**src/rtl/mmio_fabric_pkg.sv**
```systemverilog
// Shared types and default constants for the MMIO fabric.
// The optional wait-state timeout is enabled by defining MMIO_FABRIC_TIMEOUT_EN.
package mmio_fabric_pkg;

    typedef enum logic [1:0] {
        IDLE   = 2'd0,
        ACCESS = 2'd1,
        RESP   = 2'd2
    } fabric_state_e;

    localparam int ERR_UNMAPPED = 0;
    localparam int ERR_TIMEOUT  = 1;

    localparam logic [23:0] DEFAULT_SLAVE_IDS = {4'h8, 4'h4, 4'h7, 4'h5, 4'h1, 4'h0};
    localparam logic [3:0]  DEFAULT_ERR_ID    = 4'hF;

    // Index width that stays legal for a single-slave build.
    function automatic int idx_width(input int n);
        return (n > 1) ? $clog2(n) : 1;
    endfunction

endpackage

```
**src/rtl/mmio_addr_decoder.sv**
```systemverilog
// Combinational selector decode: internal error register first, then the
// lowest-numbered channel whose ID matches.
module mmio_addr_decoder
    import mmio_fabric_pkg::*;
#(
    parameter int                         N_SLAVES  = 6,
    parameter int                         SEL_W     = 4,
    parameter logic [N_SLAVES*SEL_W-1:0]  SLAVE_IDS = DEFAULT_SLAVE_IDS,
    parameter logic [SEL_W-1:0]           ERR_ID    = DEFAULT_ERR_ID,
    parameter int                         IDX_W     = idx_width(N_SLAVES)
) (
    input  logic [SEL_W-1:0] sel,
    output logic             hit,
    output logic [IDX_W-1:0] idx,
    output logic             is_err_reg
);

    always_comb begin
        hit        = 1'b0;
        idx        = '0;
        is_err_reg = (sel == ERR_ID);
        if (!is_err_reg) begin
            // Walk downwards so the lowest matching index is the one kept.
            for (int i = N_SLAVES - 1; i >= 0; i--) begin
                if (SLAVE_IDS[i*SEL_W +: SEL_W] == sel) begin
                    hit = 1'b1;
                    idx = IDX_W'(i);
                end
            end
        end
    end

endmodule

```
**src/rtl/mmio_bus_fabric.sv**
```systemverilog
// Registered CPU-to-slave MMIO fabric with wait-state handshake and sticky errors.
// Define MMIO_FABRIC_TIMEOUT_EN to build the slave-response timeout counter.
module mmio_bus_fabric
    import mmio_fabric_pkg::*;
#(
    parameter int                         N_SLAVES  = 6,
    parameter int                         DATA_W    = 32,
    parameter int                         ADDR_W    = 32,
    parameter int                         SEL_W     = 4,
    parameter logic [N_SLAVES*SEL_W-1:0]  SLAVE_IDS = DEFAULT_SLAVE_IDS,
    parameter logic [SEL_W-1:0]           ERR_ID    = DEFAULT_ERR_ID,
    parameter int                         TIMEOUT   = 16
) (
    input  logic                            clk,
    input  logic                            rst,
    input  logic [ADDR_W-1:0]               cpu_addr,
    input  logic [DATA_W-1:0]               cpu_wdata,
    input  logic [DATA_W/8-1:0]             cpu_wstrb,
    input  logic                            cpu_rstrb,
    output logic [DATA_W-1:0]               cpu_rdata,
    output logic                            cpu_busy,
    output logic [ADDR_W-1:0]               s_addr,
    output logic [DATA_W-1:0]               s_wdata,
    output logic [N_SLAVES-1:0]             s_rstrb,
    output logic [N_SLAVES*(DATA_W/8)-1:0]  s_wstrb,
    input  logic [N_SLAVES*DATA_W-1:0]      s_rdata,
    input  logic [N_SLAVES-1:0]             s_ready,
    output logic                            err_irq
);

    localparam int STRB_W = DATA_W / 8;
    localparam int IDX_W  = idx_width(N_SLAVES);

    fabric_state_e                state_q, state_d;
    logic [ADDR_W-1:0]            addr_q, addr_d;
    logic [DATA_W-1:0]            wdata_q, wdata_d;
    logic                         is_write_q, is_write_d;
    logic [IDX_W-1:0]             idx_q, idx_d;
    logic [N_SLAVES-1:0]          s_rstrb_q, s_rstrb_d;
    logic [N_SLAVES*STRB_W-1:0]   s_wstrb_q, s_wstrb_d;
    logic [DATA_W-1:0]            rdata_q, rdata_d;
    logic                         busy_q, busy_d;
    logic [1:0]                   err_q, err_d;
    logic [SEL_W-1:0]             err_sel_q, err_sel_d;

`ifdef MMIO_FABRIC_TIMEOUT_EN
    localparam int                CNT_W       = $clog2(TIMEOUT + 1);
    localparam logic [CNT_W-1:0]  TIMEOUT_CNT = CNT_W'(TIMEOUT);
    logic [CNT_W-1:0]             cnt_q, cnt_d;
`endif

    logic [SEL_W-1:0]  cpu_sel;
    logic              dec_hit;
    logic [IDX_W-1:0]  dec_idx;
    logic              dec_err_reg;
    logic              req;
    logic              wr;
    logic [DATA_W-1:0] err_reg_val;

    assign cpu_sel = cpu_addr[ADDR_W-1 -: SEL_W];
    assign wr      = |cpu_wstrb;
    assign req     = cpu_rstrb | wr;

    mmio_addr_decoder #(
        .N_SLAVES  (N_SLAVES),
        .SEL_W     (SEL_W),
        .SLAVE_IDS (SLAVE_IDS),
        .ERR_ID    (ERR_ID),
        .IDX_W     (IDX_W)
    ) u_decoder (
        .sel        (cpu_sel),
        .hit        (dec_hit),
        .idx        (dec_idx),
        .is_err_reg (dec_err_reg)
    );

    // Error register layout: selector of the last fault in [7:4], flags in [1:0].
    always_comb begin
        err_reg_val               = '0;
        err_reg_val[1:0]          = err_q;
        err_reg_val[4 +: SEL_W]   = err_sel_q;
    end

    always_comb begin
        state_d    = state_q;
        addr_d     = addr_q;
        wdata_d    = wdata_q;
        is_write_d = is_write_q;
        idx_d      = idx_q;
        s_rstrb_d  = '0;
        s_wstrb_d  = '0;
        rdata_d    = rdata_q;
        busy_d     = busy_q;
        err_d      = err_q;
        err_sel_d  = err_sel_q;
`ifdef MMIO_FABRIC_TIMEOUT_EN
        cnt_d      = cnt_q;
`endif
        case (state_q)
            ACCESS: begin
                if (s_ready[idx_q]) begin
                    state_d = RESP;
                    busy_d  = 1'b0;
                    rdata_d = is_write_q ? '0 : s_rdata[idx_q*DATA_W +: DATA_W];
`ifdef MMIO_FABRIC_TIMEOUT_EN
                end else if (cnt_q == TIMEOUT_CNT) begin
                    state_d            = RESP;
                    busy_d             = 1'b0;
                    rdata_d            = '0;
                    err_d[ERR_TIMEOUT] = 1'b1;
                    err_sel_d          = addr_q[ADDR_W-1 -: SEL_W];
                end else begin
                    cnt_d = cnt_q + 1'b1;
`endif
                end
            end
            default: begin
                // IDLE and RESP both accept a new request, giving back-to-back issue.
                state_d = IDLE;
                if (req) begin
                    addr_d     = cpu_addr;
                    wdata_d    = cpu_wdata;
                    is_write_d = wr;
                    idx_d      = dec_idx;
                    if (dec_err_reg) begin
                        state_d = RESP;
                        rdata_d = wr ? '0 : err_reg_val;
                        if (wr && cpu_wstrb[0]) begin
                            err_d     = '0;
                            err_sel_d = '0;
                        end
                    end else if (!dec_hit) begin
                        state_d             = RESP;
                        rdata_d             = '0;
                        err_d[ERR_UNMAPPED] = 1'b1;
                        err_sel_d           = cpu_sel;
                    end else begin
                        state_d = ACCESS;
                        busy_d  = 1'b1;
`ifdef MMIO_FABRIC_TIMEOUT_EN
                        cnt_d   = '0;
`endif
                        if (wr) begin
                            s_wstrb_d[dec_idx*STRB_W +: STRB_W] = cpu_wstrb;
                        end else begin
                            s_rstrb_d[dec_idx] = 1'b1;
                        end
                    end
                end
            end
        endcase
`ifndef MMIO_FABRIC_TIMEOUT_EN
        err_d[ERR_TIMEOUT] = 1'b0;
`endif
    end

    always_ff @(posedge clk) begin
        if (!rst) begin
            state_q    <= IDLE;
            addr_q     <= '0;
            wdata_q    <= '0;
            is_write_q <= 1'b0;
            idx_q      <= '0;
            s_rstrb_q  <= '0;
            s_wstrb_q  <= '0;
            rdata_q    <= '0;
            busy_q     <= 1'b0;
            err_q      <= '0;
            err_sel_q  <= '0;
`ifdef MMIO_FABRIC_TIMEOUT_EN
            cnt_q      <= '0;
`endif
        end else begin
            state_q    <= state_d;
            addr_q     <= addr_d;
            wdata_q    <= wdata_d;
            is_write_q <= is_write_d;
            idx_q      <= idx_d;
            s_rstrb_q  <= s_rstrb_d;
            s_wstrb_q  <= s_wstrb_d;
            rdata_q    <= rdata_d;
            busy_q     <= busy_d;
            err_q      <= err_d;
            err_sel_q  <= err_sel_d;
`ifdef MMIO_FABRIC_TIMEOUT_EN
            cnt_q      <= cnt_d;
`endif
        end
    end

    assign cpu_rdata = rdata_q;
    assign cpu_busy  = busy_q;
    assign s_addr    = addr_q;
    assign s_wdata   = wdata_q;
    assign s_rstrb   = s_rstrb_q;
    assign s_wstrb   = s_wstrb_q;
    assign err_irq   = |err_q;

endmodule

```
**config.mk**
```make
export PLATFORM = sky130hd
export DESIGN_NAME = mmio_bus_fabric
export DESIGN_NICKNAME = d
export VERILOG_FILES = /design/src/rtl/mmio_fabric_pkg.sv /design/src/rtl/mmio_addr_decoder.sv /design/src/rtl/mmio_bus_fabric.sv
export SDC_FILE = /design/constraint.sdc
export NUM_CORES = 1
export LEC_CHECK = 0
export ABC_AREA = 1
export BUFFER_PORTS_ARGS = -buffer_cell sky130_fd_sc_hd__buf_2
export CORE_AREA = 2 2 155 157
export DETAILED_ROUTE_END_ITERATION = 16
export DIE_AREA = 0 0 157 159
export PLACE_DENSITY_LB_ADDON = 0.2
export SYNTH_ARGS = -nofsm -noshare
export SYNTH_HDL_FRONTEND = slang
export SYNTH_HIERARCHICAL = 1
export SYNTH_SLANG_ARGS = --single-unit
```
**constraint.sdc**
```tcl
create_clock -name clk -period 5.6 [get_ports clk]
set_input_delay 0.84 -clock clk [delete_from_list [all_inputs] [get_ports clk]]
set_output_delay 0.84 -clock clk [all_outputs]
set_load 0.01 [all_outputs]
```
==> results of run 1 <==
## critical path: cells and delay by family, from the launching register on
kind	cells	cell delay (ns)
AND/OR/NAND/NOR	8	1.45
flip-flops	1	0.78
buffers and inverters	1	0.54
## area by class of cell
| class | instances | area (um^2) |
|---|---|---|
| Antenna cell | 3 | 7.51 |
| Clock buffer | 20 | 468 |
| Clock inverter | 11 | 135 |
| Fill cell | 2564 | 13600 |
| Inverter | 64 | 243 |
| Multi-Input combinational cell | 802 | 3540 |
| Sequential cell | 138 | 2770 |
| Tap cell | 319 | 399 |
| Timing Repair Buffer | 401 | 2020 |
## cell families after synthesis
group | after synthesis | share of synthesized area
flops | 138 | 0.401
simple gates | 556 | 0.318
buf+inv | 133 | 0.0869
fa+ha+maj | 3 | 0.00544
compound gates | 243 | 0.189
## state kept, by name, indices dropped and copies added, names as in the netlist
name	cells
cpu_rdata	32
s_addr	32
s_wdata	32
s_wstrb	24
s_rstrb	6
err_sel_q	4
idx_q	3
state_q	2
cpu_busy	1
err_q	1
is_write_q	1
## where the power goes
part	switching, mW	internal [mW]
clock network	0.440	0.700
logic	0.376	0.231
registers	0.0415	1.06
## synthesized netlist by cell type (all sizes together)
library cell  instances
nand4                 5
o21a                 30
nand2               222
clkinv                2
inv                  62
clkbuf               25
o21ai               178
nand3                15
nor2                284
nor4                  8
o211ai                3
or2                   3
dfxtp               138
buf                  44
nor3                 19
ha                    3
a21oi                32
## worst max path at each step
stage / slack [ns] / endpoint / start
after detailed placement: 2.33 / s_wstrb[7] / cpu_addr[30]
after CTS: 2.66 / cpu_rdata[23] / idx_q[1]
after global routing: 2.30 / cpu_rdata[11] / idx_q[1]
after floorplan: 3.05 / s_wstrb[23] / cpu_addr[31]
final: 2.68 / cpu_rdata[23] / idx_q[1]
after global placement: 2.45 / s_wstrb[23] / cpu_addr[30]
## per-stage QoR
stage          power (mW)  setup slack [ns]  area, um^2   util
2_1_floorplan        1.48              3.05        6900      -
3_3_place_gp         1.73              2.45        8970  0.387
3_5_place_dp         1.73              2.33        8970  0.387
4_1_cts              2.88              2.66        9570  0.413
5_1_grt              3.01              2.30        9570  0.413
6_report             2.84              2.68        9580  0.413
## metal layers
| metal | up-vias | part of all wire |
|---|---|---|
| met3 | 27 | 0.087 |
| li1 | 4130 | - |
| met5 | - | 0 |
| met2 | 288 | 0.47 |
| met1 | 3443 | 0.43 |
| met4 | 0 | 0.018 |
==> flow_summary.ini, run 1 <==
[floorplan]
rows = 56
die_x_um = 157
io_pins = 397
die_height_um = 159
start_util = 0.297
dieArea_um2 = 25000
core_region_area_um2 = 23200

[detailed_routing]
viasPerCell = 4.49
wl_per_cell_um = 14.6
drt_first_pass_iters = 5
ant_nets = 0
via_count = 7888
routed_wl_mm = 25.7
drt_iter0_markers = 532
drc = 0

[setup_path]
worstPathArrival_ns = 3.22
reg2reg_to = cpu_rdata[23]
startpoint_type = flop
slowest_delay_ns = 0.78
rrSetupSlack_ns = 2.68
critPathRequiredTime_ns = 5.90
worstReg2RegStart = idx_q[1]
crit_path_max_fanout = 53
worstSetupPathType = flop to flop
path_common_cell = nand2_1
crit_path_top_delay_cell = dfxtp_1
crit_chain = inv_2 > nand3_1 > nand2_1 > nand2_1 > nand3_2 > nand2_2 > nand2_1 > nand2_1 > nor2_1
reg2regPathDepth = 9
cp-end-kind = flop

[cts]
ctsResizeCount = 0
cts_tree = built
cts_root_buf = clkbuf_16
cts_buffer_depth = 2
h-tree-depth = 4
path_clk_slew_ns = 0.06
cts_sinks = 138
hold_buffers = 0
numCtsBuffers = 17
cts_setup_buffers = 0
clk_latency_ns = 0.41

[logic_synthesis]
netlist.area_leader.share = 0.401
synth.yosys.warnings = 6
ys_ff_latch = 138
yosysUniqueCellTypes = 29
syn_avg_cell_area_um2 = 6.43
synth-seq-area-share = 0.401
synthTopCellsByArea = dfxtp_1, nor2_1, o21ai_0, nand2_1, o21a_1
synth_area_um2 = 6900
syn_inst = 1073
post-synth-top-area-cell = dfxtp_1
synth.net_count = 1345

[global_route]
grt_first_pass_wirelength_mm = 38.5
top_usage_layer = met2
grt_use_met3 = 0.0599
grt_max_degree = 101
antenna_found_initial = 2
grt_use_met2 = 0.322
grt_usage = 0.195
grt.overflow.total = 0
grt_pass1_vias = 7369
grt_use_met1 = 0.244

[timing]
whs_ns = 0.442
slew_violations = 0
fin_crit_ns = 2.92
setup_viol = 0
maxSlewHeadroom = 0.405
max_freq_mhz = 342
hold_viol = 0
worst_slew_pin_slew_ns = 0.890
rsz0062_at_grt = false
fin_setup_tns_ns = 0
min_period_over_period = 0.522
finalClockSkew_ns = 0.00762

[finish]
drive_gt1_frac = 0.312
layout_commonest_cell = buf_2
stdcell_count = 1758
most-common-layout-cells = buf_2, nor2_1, nand2_1, o21ai_0, dfxtp_1
areaGrowthSynthToFinish_pct = 38.9
finalNetCount = 1696

[placed_design]
place_hpwl_mm = 19.3
port_buffers = 396
post-place-cells = 1724
gp_congestion = 0.855

[outcome]
status = complete, no violations

[job]
max_cap_violations = 0

[worst_hold_path]
holdPathStages = 2
hold_path.class = flop to flop
hold_path_end = cpu_busy
hp-start = cpu_busy

[pwr]
p_per_area_nw_per_um2 = 297
vdd_drop_max_mv = 0.175
leakage_nw = 5.08
Power figures use the tool's default switching activity.
==> run 2, diff against run 1 <==
--- a/config.mk
+++ b/config.mk
@@ -5,11 +5,11 @@
 export SDC_FILE = /design/constraint.sdc
 export NUM_CORES = 1
 export LEC_CHECK = 0
-export ABC_AREA = 1
+export ABC_AREA = 0
 export BUFFER_PORTS_ARGS = -buffer_cell sky130_fd_sc_hd__buf_2
-export CORE_AREA = 2 2 155 157
+export CORE_AREA = 2 2 153 155
 export DETAILED_ROUTE_END_ITERATION = 16
-export DIE_AREA = 0 0 157 159
+export DIE_AREA = 0 0 155 157
 export PLACE_DENSITY_LB_ADDON = 0.2
 export SYNTH_ARGS = -nofsm -noshare
 export SYNTH_HDL_FRONTEND = slang
==> constraint.sdc (replaced) <==
create_clock -name clk -period 2.58 [get_ports clk]
set_input_delay 0.387 -clock clk [delete_from_list [all_inputs] [get_ports clk]]
set_output_delay 0.387 -clock clk [all_outputs]
set_load 0.01 [all_outputs]
==> flow_summary.ini, run 2 <==
[logic_synthesis]
synth_area_um2 = 6650
synth_edf_count = 0
synth_common_cells = nand2_1, dfxtp_1, mux2i_1
yosysUniqueCellTypes = 46
ys_ff_latch = 138
synth_top_family_by_area = compound AO/OA/AOI/OAI gates
post-synth-top-area-cell = dfxtp_1
netlist.area_leader.share = 0.415
synth-seq-area-share = 0.415
synth.net_count = 1036
synthAdderAreaFrac = 0.00564
async_flop_share = 0
syn_avg_cell_area_um2 = 8.70
synth.yosys.warnings = 6
synth.most_common_cell = nand2_1
synthMuxAreaShare = 0.154
synthXorXnorAreaFrac = 0.00263
syn_inst = 764
synthSimpleGateAreaFrac = 0.167
yosys_most_used_dff = dfxtp_1
synthTopCellsByArea = dfxtp_1, mux2i_1, nand2_1, a21oi_1, o221ai_1
synth_compound_area_frac = 0.191

[global_route]
grt_usage = 0.193
grt_use_met2 = 0.335
grt_pass1_vias = 6599
grt_max_degree = 69
antenna_found_initial = 1
top_usage_layer = met2
grt_first_pass_wirelength_mm = 36.5
grt.overflow.total = 0
grt_use_met1 = 0.233
grt_use_met3 = 0.0534

[placed_design]
gp_congestion = 0.833
place_ws_ns = 0.0135
port_buffers = 396
place_hpwl_mm = 18.8

[detailed_routing]
via_count = 6922
ant_nets = 0
drt_first_pass_iters = 5
drc = 0
routed_wl_mm = 24.3
wl_per_cell_um = 16.8
viasPerCell = 4.78
drt_iter0_markers = 392

[setup_path]
cp-end-kind = flop
path_common_cell = ha_1
startpoint_type = input pin
rrSetupSlack_ns = 0.67
worstReg2RegStart = state_q[1]
crit_path_top_delay_cell = ha_1
crit_family = simple AND/OR/NAND/NOR gates
reg2regPathDepth = 5
worstSetupPathType = input pin to flop
slowest_delay_ns = 0.34
crit_path_max_fanout = 4
worstPathArrival_ns = 2.51
crit_chain = buf_2 > xnor2_1 > o31ai_2 > inv_1 > ha_1 > ha_1 > nand2b_1 > or3_1 > nor4_1 > buf_4 > and2_1
reg2reg_to = cpu_rdata[25]
critPathRequiredTime_ns = 2.95
cp_num_buf_inv = 3
cp_num_cells = 11

[worst_hold_path]
holdPathStages = 3
hold_path.class = input pin to flop
hp-start = cpu_addr[3]
hold_path_end = s_addr[3]

[timing]
hold_viol = 0
slew_violations = 0
fin_ws_ns = 0.435
finalClockSkew_ns = 0.00845
setup_viol = 0
fin_setup_tns_ns = 0
worst_slew_pin_slew_ns = 0.664
max_freq_mhz = 466
min_period_over_period = 0.832
maxSlewHeadroom = 0.554
rsz0062_at_grt = false
fin_crit_ns = 2.15

[cts]
cts_sinks = 138
ctsResizeCount = 0
hold_buffers = 0
cts_root_buf = clkbuf_16
cts_setup_buffers = 0
path_clk_slew_ns = 0.07
cts_buffer_depth = 2
clk_latency_ns = 0.42
cts_tree = built
numCtsBuffers = 17
h-tree-depth = 4

[floorplan]
die_x_um = 155
dieArea_um2 = 24300
rows = 55
core_region_area_um2 = 22500
io_pins = 397
start_util = 0.296
die_height_um = 157

[pwr]
p_sw_frac = 0.287
p_comb_frac = 0.177
pwr-share-seq = 0.396
p_int_mw = 4.18
p_per_area_nw_per_um2 = 609
vdd_drop_max_mv = 0.393
power_switching_mw = 1.68
pwr-share-clk = 0.427
leakage_nw = 4.49

[finish]
drive_gt1_frac = 0.417
finalNetCount = 1421
final_util = 0.428
most-common-layout-cells = buf_2, nand2_1, dfxtp_1, mux2i_1, a21oi_1
areaGrowthSynthToFinish_pct = 44.7
layout_commonest_cell = buf_2

[job]
max_cap_violations = 0

[outcome]
status = complete, no violations
## run 2: cell types whose count changed after synthesis, sizes merged, moves of 30 or more
cell / delta
nand2: -52
o21ai: -174
mux2i: +83
nor2: -263
a21oi: +43
o21a: -30
## run 2: final cells by class
| cell class | count | area (um^2) |
|---|---|---|
| diodes | 1 | 2.50 |
| clock buffers | 17 | 425 |
| clock inverters | 15 | 178 |
| fillers | 2295 | 12900 |
| inverters | 37 | 139 |
| multi-input cells | 529 | 3490 |
| flip-flops and latches | 138 | 2770 |
| well taps | 285 | 357 |
| repair buffers | 426 | 2270 |
## run 2: power groups by stage
stage          registers (mW)  clock network (mW)  logic (mW)
6_report                 2.32                2.50        1.04
5_1_grt                  2.34                2.68        1.15
4_1_cts                  2.32                2.57        1.05
3_5_place_dp             2.37                   0        1.05
3_3_place_gp             2.37                   0        1.05
2_1_floorplan            2.40                   0       0.520
## run 2: metrics by stage
stage	total power [mW]	cell area (um^2)	hold WS (ns)	cells
floorplan	2.92	6650	0.453	764
global placement	3.41	9020	0.439	1415
detailed placement	3.42	9020	0.443	1415
CTS	5.95	9620	0.175	1447
global route	6.16	9630	0.174	1448
finish	5.86	9630	0.193	1448
## run 2: routing by layer
| layer | wire (um) | vias to the layer above |
|---|---|---|
| met3 | 1540 | 27 |
| met1 | 10300 | 3152 |
| met2 | 12000 | 240 |
| li1 | - | 3503 |
| met5 | 0 | - |
| met4 | 520 | 0 |
## run 2: cell families after synthesis
kind of cell / Yosys count
simple gates: 251
compound gates: 179
flops: 138
buf+inv: 97
mux: 94
fa+ha+maj: 3
xor+xnor: 2
## run 2: worst min-delay path: cells and delay by family
family                 cells  cell delay [ns]
and+or+nand+nor            1             0.04
AOI/OAI and AO/OA          1             0.05
buffers and inverters      1             0.09
## run 2: worst max-delay path by stage
| stage | end | from | slack (ns) |
|---|---|---|---|
| after floorplan | s_wstrb[16] | cpu_addr[28] | 0.17 |
| final | s_wstrb[17] | cpu_addr[31] | 0.43 |
| after global placement | s_wstrb[19] | cpu_addr[31] | 0.03 |
| after global routing | s_wstrb[16] | cpu_addr[31] | 0.32 |
| after detailed placement | s_wstrb[17] | cpu_addr[31] | 0.01 |
| after CTS | s_wstrb[17] | cpu_addr[31] | 0.45 |
